===== config.mk =====
export PLATFORM = sky130hd
export DESIGN_NAME = instr_feeder
export DESIGN_NICKNAME = d
export VERILOG_FILES = /design/src/rtl/instr_feeder_pkg.sv /design/src/rtl/feeder_wdog.sv /design/src/rtl/instr_feeder.sv
export SDC_FILE = /design/constraint.sdc
export NUM_CORES = 1
export LEC_CHECK = 0
export ABC_AREA = 1
export ABC_CLOCK_PERIOD_IN_PS = 3600
export CORE_MARGIN = 5
export CORE_UTILIZATION = 40
export CTS_CLUSTER_DIAMETER = 200
export CTS_CLUSTER_SIZE = 16
export DETAILED_ROUTE_END_ITERATION = 6
export GPL_TIMING_DRIVEN = 0
export PLACE_DENSITY = 0.65
export SLEW_MARGIN = 20
export SYNTH_ARGS = -nofsm -noshare
export SYNTH_HDL_FRONTEND = slang
export SYNTH_SLANG_ARGS = --single-unit
export TNS_END_PERCENT = 1

===== constraint.sdc =====
create_clock -name Clock -period 3.6 [get_ports Clock]
set_clock_uncertainty 0.05 [all_clocks]
set_input_delay 1.08 -clock Clock [delete_from_list [all_inputs] [get_ports Clock]]
set_output_delay 1.08 -clock Clock [all_outputs]
set_load 0.03 [all_outputs]

===== src/rtl/instr_feeder_pkg.sv =====
// Shared definitions for the instruction feeder and the processor it drives:
// FSM state encoding, opcode field values, the default halt word and the
// watchdog counter width.
package instr_feeder_pkg;

  localparam int unsigned INSTR_W       = 16;
  localparam int unsigned WDOG_W        = 8;
  localparam logic [15:0] HALT_WORD_DEF = 16'hFFFF;

  typedef enum logic [2:0] {
    IDLE,
    FETCH,
    ISSUE,
    FETCH_IMM,
    ISSUE_IMM,
    EXEC,
    HALT,
    FAULT
  } state_e;

  typedef enum logic [2:0] {
    OP_MV   = 3'b000,
    OP_MVI  = 3'b001,
    OP_ADD  = 3'b010,
    OP_SUB  = 3'b011,
    OP_LD   = 3'b100,
    OP_ST   = 3'b101,
    OP_MVNZ = 3'b110,
    OP_SLR  = 3'b111
  } opcode_e;

  // Opcode lives in bits [8:6] of the instruction word.
  function automatic opcode_e opcode_of(input logic [INSTR_W-1:0] word);
    return opcode_e'(word[8:6]);
  endfunction

endpackage


===== src/rtl/feeder_wdog.sv =====
// Loadable down-counter used as the per-instruction watchdog.
// Ports: clk_i/rst_i (sync, active-high), load_i + load_val_i reload the
// count, dec_i decrements it (saturating at zero), expired_o is high while
// the count is zero.
module feeder_wdog
  import instr_feeder_pkg::*;
(
  input  logic              clk_i,
  input  logic              rst_i,
  input  logic              load_i,
  input  logic [WDOG_W-1:0] load_val_i,
  input  logic              dec_i,
  output logic              expired_o
);

  logic [WDOG_W-1:0] cnt_q;

  // Load wins over decrement; the count never wraps below zero.
  always_ff @(posedge clk_i) begin
    if (rst_i) begin
      cnt_q <= '0;
    end else if (load_i) begin
      cnt_q <= load_val_i;
    end else if (dec_i && (cnt_q != '0)) begin
      cnt_q <= cnt_q - WDOG_W'(1);
    end
  end

  assign expired_o = (cnt_q == '0);

endmodule


===== src/rtl/instr_feeder.sv =====
// Instruction feeder: walks a synchronous program ROM and hands each
// instruction (plus the immediate word for mvi) to a multi-cycle processor,
// gating the processor with ProcEn and waiting for its Done strobe.
// Ports: Clock, Resetn (sync, active-high), Run enable; mem_addr/mem_data
// to the 1-cycle-latency ROM; DIN/ProcEn/Done to the processor; PC,
// Halted, Fault and InstrCount as status.
// DIN and ProcEn are same-cycle decodes because the ROM word only becomes
// valid in the ISSUE cycle that must already present it.
module instr_feeder
  import instr_feeder_pkg::*;
#(
  parameter int unsigned ADDR_W    = 6,
  parameter logic [15:0] HALT_WORD = HALT_WORD_DEF,
  parameter int unsigned WDOG      = 4   // must be >= 2
) (
  input  logic              Clock,
  input  logic              Resetn,
  input  logic              Run,
  output logic [ADDR_W-1:0] mem_addr,
  input  logic [15:0]       mem_data,
  output logic [15:0]       DIN,
  output logic              ProcEn,
  input  logic              Done,
  output logic [ADDR_W-1:0] PC,
  output logic              Halted,
  output logic              Fault,
  output logic [15:0]       InstrCount
);

  state_e            state_q, state_d;
  logic [ADDR_W-1:0] pc_q, pc_d;
  logic [15:0]       icount_q, icount_d;
  logic [15:0]       ir_q, ir_d;
  logic              halted_q, halted_d;
  logic              fault_q, fault_d;
  logic [15:0]       din_c;
  logic              proc_en_c;
  logic              wd_load_c, wd_dec_c, wd_expired;

  // ISSUE already spends one enabled cycle, so EXEC gets WDOG-1 cycles:
  // the counter reads zero on the last permitted EXEC cycle.
  feeder_wdog u_wdog (
    .clk_i      (Clock),
    .rst_i      (Resetn),
    .load_i     (wd_load_c),
    .load_val_i (WDOG_W'(WDOG - 2)),
    .dec_i      (wd_dec_c),
    .expired_o  (wd_expired)
  );

  // Next-state and processor-interface decode.
  always_comb begin
    state_d   = state_q;
    pc_d      = pc_q;
    icount_d  = icount_q;
    ir_d      = ir_q;
    halted_d  = halted_q;
    fault_d   = fault_q;
    din_c     = '0;
    proc_en_c = 1'b0;
    wd_load_c = 1'b0;
    wd_dec_c  = 1'b0;

    unique case (state_q)
      IDLE: if (Run) state_d = FETCH;
      FETCH: state_d = ISSUE;
      ISSUE: begin
        ir_d = mem_data;
        if (mem_data == HALT_WORD) begin
          state_d  = HALT;
          halted_d = 1'b1;
        end else begin
          din_c     = mem_data;
          proc_en_c = 1'b1;
          wd_load_c = 1'b1;
          if (opcode_of(mem_data) == OP_MVI) begin
            pc_d    = pc_q + ADDR_W'(1);
            state_d = FETCH_IMM;
          end else begin
            state_d = EXEC;
          end
        end
      end
      FETCH_IMM: state_d = ISSUE_IMM;
      ISSUE_IMM: begin
        din_c     = mem_data;
        proc_en_c = 1'b1;
        if (Done) begin
          pc_d     = pc_q + ADDR_W'(1);
          icount_d = icount_q + 16'd1;
          state_d  = Run ? FETCH : IDLE;
        end else begin
          state_d = FAULT;
          fault_d = 1'b1;
        end
      end
      EXEC: begin
        din_c     = ir_q;
        proc_en_c = 1'b1;
        wd_dec_c  = 1'b1;
        if (Done) begin
          pc_d     = pc_q + ADDR_W'(1);
          icount_d = icount_q + 16'd1;
          state_d  = Run ? FETCH : IDLE;
        end else if (wd_expired) begin
          state_d = FAULT;
          fault_d = 1'b1;
        end
      end
      HALT:    state_d = HALT;
      FAULT:   state_d = FAULT;
      default: state_d = IDLE;
    endcase
  end

  // State and status registers; reset overrides any same-cycle Done.
  always_ff @(posedge Clock) begin
    if (Resetn) begin
      state_q  <= IDLE;
      pc_q     <= '0;
      icount_q <= '0;
      ir_q     <= '0;
      halted_q <= 1'b0;
      fault_q  <= 1'b0;
    end else begin
      state_q  <= state_d;
      pc_q     <= pc_d;
      icount_q <= icount_d;
      ir_q     <= ir_d;
      halted_q <= halted_d;
      fault_q  <= fault_d;
    end
  end

  assign mem_addr   = pc_q;
  assign PC         = pc_q;
  assign InstrCount = icount_q;
  assign Halted     = halted_q;
  assign Fault      = fault_q;
  assign DIN        = din_c;
  assign ProcEn     = proc_en_c;

endmodule


==> results of run 1 <==
==> stage by stage <==
step,power [mW],cells,setup slack [ns],area (sq um)
3_3_place_gp,0.772,549,-0.828,3480
3_5_place_dp,0.773,549,-0.792,3480
5_1_grt,1.13,565,-0.0283,3550
2_1_floorplan,0.700,403,0.337,2720
4_1_cts,1.09,565,0.00720,3560
6_report,1.07,565,0.0751,3550
==> state kept, by name (all words and copies together), names as in the netlist <==
register / count
state_q: 3
ir_q: 16
InstrCount: 16
u_wdog.cnt_q: 8
PC: 6
Fault: 1
Halted: 1
==> logic make-up after synthesis <==
kind of cell             count (synthesis)  share of synthesized area [%]
AND/OR/NAND/NOR                        172                           29.1
buffers and inverters                   77                           12.0
XOR/XNOR                                 7                           2.26
AO/OA/AOI/OAI                           92                           17.2
adder cells (fa/ha/maj)                  4                           1.84
flip-flops                              51                           37.6
==> cell type report <==
cell class,count,area (sq um)
fillers,685,3160
multi-input cells,275,1380
flip-flops and latches,51,1020
repair buffers,74,639
inverters,61,231
plain buffers,16,103
well taps,80,100
clock buffers,7,76.3
clock inverters,1,5.00
==> worst max-delay path, stage by stage <==
cell and delay, ns:
clkdlybuf4s15_1 0.22, nand2_1 0.07, nor2_1 0.10, nand2_1 0.07, nor2_2 0.14, nor2_2 0.06, inv_2 0.07, nand2_4 0.08
buf_8 0.15, nand2_1 0.05, o21ai_0 0.10, buf_4 0.20
==> path summary, 6_finish.rpt <==
| kind | from | endpoint | slack (ns) | depth (start not counted) |
|---|---|---|---|---|
| hold / removal | ir_q[1]$_SDFFE_PP0P_ | ir_q[1]$_SDFFE_PP0P_ | 0.40 | 2 |
| setup reg to reg | InstrCount[1]$_SDFFE_PP0P_ | InstrCount[10]$_SDFFE_PP0P_ | 1.98 | 7 |
| setup / recovery | mem_data[0] | DIN[14] | 0.08 | 12 |
| hold reg to reg | ir_q[1]$_SDFFE_PP0P_ | ir_q[1]$_SDFFE_PP0P_ | 0.40 | 2 |
==> routing by layer <==
| metal | track usage [%] | part of all wire [%] | vias to the layer above |
|---|---|---|---|
| met3 | 2.36 | 4.1 | 7 |
| met5 | 0 | 0 | - |
| met1 | 22.1 | 48 | 1213 |
| met2 | 26.6 | 47 | 60 |
| met4 | 4.70 | 1.1 | 0 |
| li1 | - | - | 1436 |
==> power by group through the flow <==
stage          registers (mW)  clock network [mW]  logic (mW)
5_1_grt                 0.589               0.356       0.181
2_1_floorplan           0.604                   0      0.0967
3_3_place_gp            0.600                   0       0.171
6_report                0.587               0.322       0.164
3_5_place_dp            0.601                   0       0.173
4_1_cts                 0.587               0.336       0.164
==> layout by cell type (no fill, tap or decap), types with 3 or more instances in the layout <==
cell type,Yosys,final
a21oi_1,37,37
buf_2,1,5
buf_4,7,20
clkbuf_1,6,8
clkbuf_2,0,8
clkbuf_8,0,5
clkdlybuf4s15_1,0,6
clkdlybuf4s50_1,0,33
dfxtp_1,51,51
dlygate4sd2_1,0,7
ha_1,4,4
inv_1,51,51
inv_2,9,9
nand2_1,96,96
nand3_1,12,12
nand3_4,3,3
nor2_1,40,38
nor2_2,3,5
nor3_1,6,6
o21ai_0,46,46
o21ai_1,6,6
xor2_1,5,5
==> what timing repair did <==
| action | CTS | global route |
|---|---|---|
| setup buffers | 8 | 0 |
| endpoints found under the setup margin | 17 | 17 |
| pin swaps | 2 | 2 |
| hold buffers | 0 | 0 |
| resized for setup | 98 | 29 |
==> metrics.md, run 1 <==
| Metric | Value |
|---|---|
| Top-area cell type share of the netlist area | 37.6% |
| Status | complete, no violations |
| Synthesis-to-layout area growth | 30.9% |
| Global-route wire length before repair | 11,500 um |
| Router iterations before antenna repair | 4 |
| Final setup vio count | 0 |
| Worst slew pin tran | 0.563 ns |
| Max-slew violations | 0 |
| Chip width | 92.4 um |
| Drt via density | 4.81 |
| Ant diodes | 0 |
| Starting Density | 40.4% |
| Worst EP required | 2.47 ns |
| P_leak | 1.46 nW |
| Startpoint types | input pin |
| GP Congestion | 0.831 |
| Tcrit/Tclk final | 97.9% |
| Antenna-violating nets left | 0 |
| Final hold violations | 0 |
| Detailed-route via count | 2,716 |
| Vias in the first global route | 2,495 |
| RSZ-0062 raised after global routing | yes |
| Switch Pwr | 299 uW |
| Mapped Cells | 403 |
| Count leader, synth | nand2_1 |
| Post-synth EDFFs | 0 |
| Cell taking the most area after synthesis | dfxtp_1 |
| Final #Nets | 508 |
| Final design utilization | 52.9% |
| Final WL | 6810 um |
| Die Area | 8540 sq um |
| Core area | 6720 sq um |
| Slew headroom | 62.5% |
| Mean Syn Cell Area | 6.74 sq um |
| Post-layout min period | 3.52 ns |
| Aggregate negative setup slack | 0 ns |
| Hold slack final | 0.403 ns |
| Max-Cap Viols | 0 |
| Min-Delay Path Class | reg2reg |
| Top_reg_cell synth | dfxtp_1 |
| Max Freq | 284 MHz |
| Top cells by area, synth | dfxtp_1, nand2_1, o21ai_0, inv_1, a21oi_1 |
| Critical Path AT | 2.39 ns |
| Crit-path max FO | 10 |
| Clock Power Share | 30.0% |
| Mapped Nets | 427 |
| #FFs+latches synth | 51 |
| Worst VDD drop | 0.138 mV |
| Pin count of the biggest net entering global routing | 15 |
| Distinct cells, synth | 32 |
| Number of port buffers | 66 |
| Total Routing Usage GR | 16.2% |
| Worst-path clk slew | 0.08 ns |
| Internal power | 775 uW |
| IO Count | 67 |
| Clock Latency Late Sink | 0.30 ns |
| Critical path class | in2out |
| H-tree Lvls | 2 |
| CTS tree | done |
| Clock Sink Count | 51 |
| Post-Synthesis Cell Area | 2720 sq um |
| Max Buffers Root-to-Sink | 2 |
| Gr ovfl total | 0 |
| DRC | 0 |
| Setup crit end kind | primary output |
| Logic pwr share | 15.3% |
| Layout cell share with drive strength beyond 1 | 14.6% |
| CTS Buf Count | 5 |
| Power Density | 302 nW/um^2 |
| Post-DR wirelength/cell | 12.1 um |
| Asr flop ratio synth | 0% |
| Antenna violations before repair | 0 |
| Die Ht | 92.4 um |
| Post-DP HPWL | 5090 um |
| Clk root buf | clkbuf_8 |
| Starting DRT DRC Count | 141 |
| Seq/Total Area, Yosys | 37.6% |
| Synth Warn # | 0 |
| Switching Share | 27.8% |
| Reg power frac | 54.7% |
| Core Rows | 30 |
| Most frequent cells after synthesis | nand2_1, dfxtp_1, inv_1 |
(Power assumes the default switching activity.)
==> run 2: changes to the inputs <==
--- a/config.mk
+++ b/config.mk
@@ -10,12 +10,11 @@
 export CORE_MARGIN = 5
 export CORE_UTILIZATION = 40
 export CTS_CLUSTER_DIAMETER = 200
-export CTS_CLUSTER_SIZE = 16
 export DETAILED_ROUTE_END_ITERATION = 6
 export GPL_TIMING_DRIVEN = 0
-export PLACE_DENSITY = 0.65
-export SLEW_MARGIN = 20
+export PLACE_DENSITY = 0.63
 export SYNTH_ARGS = -nofsm -noshare
 export SYNTH_HDL_FRONTEND = slang
+export SYNTH_HIERARCHICAL = 1
 export SYNTH_SLANG_ARGS = --single-unit
 export TNS_END_PERCENT = 1
==> metrics.md, run 2 <==
| Metric | Value |
|---|---|
| Power Density | 311 nW/um^2 (+2.9%) |
| Max Freq | 289 MHz (+1.7%) |
| Reg power frac | 48.4% (-6.3 points) |
| Ant diodes | 0 (unchanged) |
| #FFs+latches synth | 51 (unchanged) |
| Worst-path clk slew | 0.08 ns (about the same) |
| Clk root buf | clkbuf_8 |
| Worst r2r path cells | 10 (+3) |
| Mapped Cells | 473 (+17%) |
| GP Congestion | 0.840 (+1.1%) |
| Hold path start | ir_q[8]$_SDFFE_PP0P_ |
| Router iterations before antenna repair | 4 (unchanged) |
| Status | complete, no violations |
| Internal power | 870 uW (+12%) |
| Placed instance count | 647 (+18%) |
| Synthesis-to-layout area growth | 27.7% |
| Final design utilization | 51.7% (-1.2 points) |
| Chip width | 97.8 um (+5.8%) |
| RSZ-0062 raised after global routing | no |
| Worst EP required | 2.47 ns (about the same) |
| Clock Sink Count | 51 (unchanged) |
| Startpoint types | input pin |
| Global-route wire length before repair | 13,400 um (+16%) |
| Distinct cells, synth | 35 (+9.4%) |
| Hold EP | ir_q[8]$_SDFFE_PP0P_ |
| Switching Share | 28.9% (+1.0 points) |
| Asr flop ratio synth | 0% (unchanged) |
| Worst VDD drop | 0.176 mV (+27%) |
| Logic pwr share | 19.4% (+4.1 points) |
| Most frequent cells in the layout | nand2_1, inv_1, nor2_1 |
| Post-synth EDFFs | 0 (unchanged) |
| Detailed-route via count | 3,165 (+17%) |
| Max Buffers Root-to-Sink | 2 (unchanged) |
| H-tree Lvls | 2 (unchanged) |
| Final hold violations | 0 (unchanged) |
| Highest-delay cell along the critical path | dlygate4sd2_1 |
| Clock Power Share | 32.2% (+2.2 points) |
| Count leader, synth | nand2_1 |
| Seq/Total Area, Yosys | 33.1% (-4.5 points) |
| Layout cell share with drive strength beyond 1 | 12.8% (-1.8 points) |
| Final Non-Filler Cells | 655 (+16%) |
| Top-area cell type share of the netlist area | 33.1% (-4.5 points) |
| Number of port buffers | 66 (unchanged) |
| Most frequent CP cell | buf_4 |
| Tcrit/Tclk final | 96.3% (-1.6 points) |
| Core Rows | 32 (+6.7%) |
| Capture point of the worst reg-to-reg path | u_wdog/cnt_q[1]$_SDFFE_PP0P_ |
| Synth Warn # | 6 (+6) |
| Post-Synthesis Cell Area | 3080 sq um (+13%) |
| WP buf/inv | 4 (unchanged) |
| Critical Path AT | 2.34 ns (-0.05 ns) |
| Starting DRT DRC Count | 113 (-20%) |
| Mean Syn Cell Area | 6.52 sq um (-3.3%) |
| Final WL | 7940 um (+17%) |
| Crit-path max FO | 7 (-3) |
| Gr ovfl total | 0 (unchanged) |
| Post-DP HPWL | 6080 um (+19%) |
| Cell taking the most area after synthesis | dfxtp_1 |
| Final #Nets | 577 (+14%) |
| Flop-to-flop setup slack | 1.30 ns (-0.68 ns) |
| Setup crit end kind | primary output |
| P_leak | 1.63 nW (+12%) |
| Post-DR wirelength/cell | 12.1 um (+0.57%) |
| Most common cell after layout, fill and taps aside | nand2_1 |
| DRC | 0 (unchanged) |
| WHS Path Cells | 2 (unchanged) |
| Pin count of the biggest net entering global routing | 16 (+1) |
| Antenna violations before repair | 0 (unchanged) |
| Top_reg_cell synth | dfxtp_1 |
| Slew headroom | 64.5% (+2.0 points) |
| Max-Cap Viols | 0 (unchanged) |
| Worst slew pin tran | 0.532 ns (-0.0305 ns) |
| Worst R2R Start | state_q[1]$_SDFFE_PP0P_ |
| Vias in the first global route | 2,967 (+19%) |
| Core area | 7610 sq um (+13%) |
| CP top delay family | buffers and inverters |
| Min-Delay Path Class | reg2reg |
| Slowest stage delay, CP | 0.28 ns (+0.06 ns) |
| Top cells by area, synth | dfxtp_1, nand2_1, inv_1, nor2_1, a21oi_1 |
| CTS Buf Count | 5 (unchanged) |
| Die Ht | 97.8 um (+5.8%) |
| Die Area | 9560 sq um (+12%) |
| Max-slew violations | 0 (unchanged) |
| Critical path class | in2out |
| Clock Latency Late Sink | 0.30 ns (about the same) |
| Antenna-violating nets left | 0 (unchanged) |
| Switch Pwr | 353 uW (+18%) |
| Post-layout min period | 3.47 ns (-0.0589 ns) |
| Most frequent cells after synthesis | nand2_1, inv_1, nor2_1 |
| Final setup vio count | 0 (unchanged) |
| Drt via density | 4.83 (+0.52%) |
| IO Count | 67 (unchanged) |
| Worst-path cell chain | dlygate4sd2_1 > inv_1 > nor3_2 > nand3_2 > buf_4 > a31o_2 > buf_4 |
| Starting Density | 40.5% (+0.098 points) |
| Total Routing Usage GR | 16.4% (+0.14 points) |
| CTS tree | done |
[run 2: cell count changes after synthesis, sizes merged, moves of 4 or more]
cell and delta:
nand2 +19, a31o +9, nor2 +10, nor3 +5, inv +4, o21ai -19
o211ai +7, nand3 +19, o22ai +9
[run 2: how the worst max path moves through the flow]
stage,cells after the start,to,start,slack [ns]
2_1_floorplan,6,DIN[0],mem_data[2],0.46
3_3_place_gp,7,DIN[14],mem_data[6],-0.72
3_5_place_dp,7,DIN[2],mem_data[6],-0.74
4_1_cts,7,DIN[2],mem_data[4],-0.003
5_1_grt,7,DIN[15],mem_data[1],0.07
6_report,7,DIN[15],mem_data[6],0.13
[run 2: per-stage QoR]
stage               setup TNS, ns  setup slack (ns)  total power, mW  hold WS [ns]  cell area (sq um)
finish                          0             0.134             1.22         0.406               3940
global route                    0            0.0653             1.29         0.428               3940
CTS                      -0.00292          -0.00292             1.24         0.413               3930
detailed placement         -11.08            -0.744            0.854         0.398               3890
global placement           -10.56            -0.719            0.850         0.390               3890
floorplan                       0             0.456            0.767         0.380               3110
[run 2: repair_timing]
item	in CTS	in global routing
buffers inserted	1	0
pin swaps	3	2
setup endpoints to repair	17	17
hold buffers	0	0
resized for setup	107	6
[run 2: kinds of logic after synthesis]
group	share of synthesized area (%)
simple gates	33.8
flops	33.1
buf+inv	11.7
fa+ha+maj	1.62
xor+xnor	1.99
other cells	0.244
compound gates	17.5
[run 2: final cells by class]
cell class / count / area [sq um]
Buffer: 19 / 116
Clock buffer: 5 / 68.8
Clock inverter: 2 / 37.5
Fill cell: 794 / 3670
Inverter: 66 / 249
Multi-Input combinational cell: 343 / 1730
Sequential cell: 51 / 1020
Tap cell: 102 / 128
Timing Repair Buffer: 67 / 583
[run 2: worst register-to-register path, cell delays in order (launching register included)]
cell and delay, ns:
dfxtp_1 0.42, inv_2 0.11, nor3_4 0.40, nand2_1 0.17
inv_1 0.08, clkbuf_1 0.37, inv_2 0.21, nand2_4 0.16
clkinv_2 0.10, nor2_1 0.09, nor2_1 0.05
[run 2: per-layer routing]
metal  GRT usage (%)  share of wire, %  vias up
met5               0                 0        -
met4            3.94              0.82        0
met3            2.50               3.6        7
met2            29.2                48       58
met1            20.8                48     1416
li1                -                 -     1684
[run 2: power by group through the flow]
stage	clock network, mW	logic (mW)	registers (mW)
finish	0.394	0.237	0.592
CTS	0.410	0.238	0.592
floorplan	0	0.159	0.608
detailed placement	0	0.248	0.605
global route	0.432	0.264	0.595
global placement	0	0.246	0.605
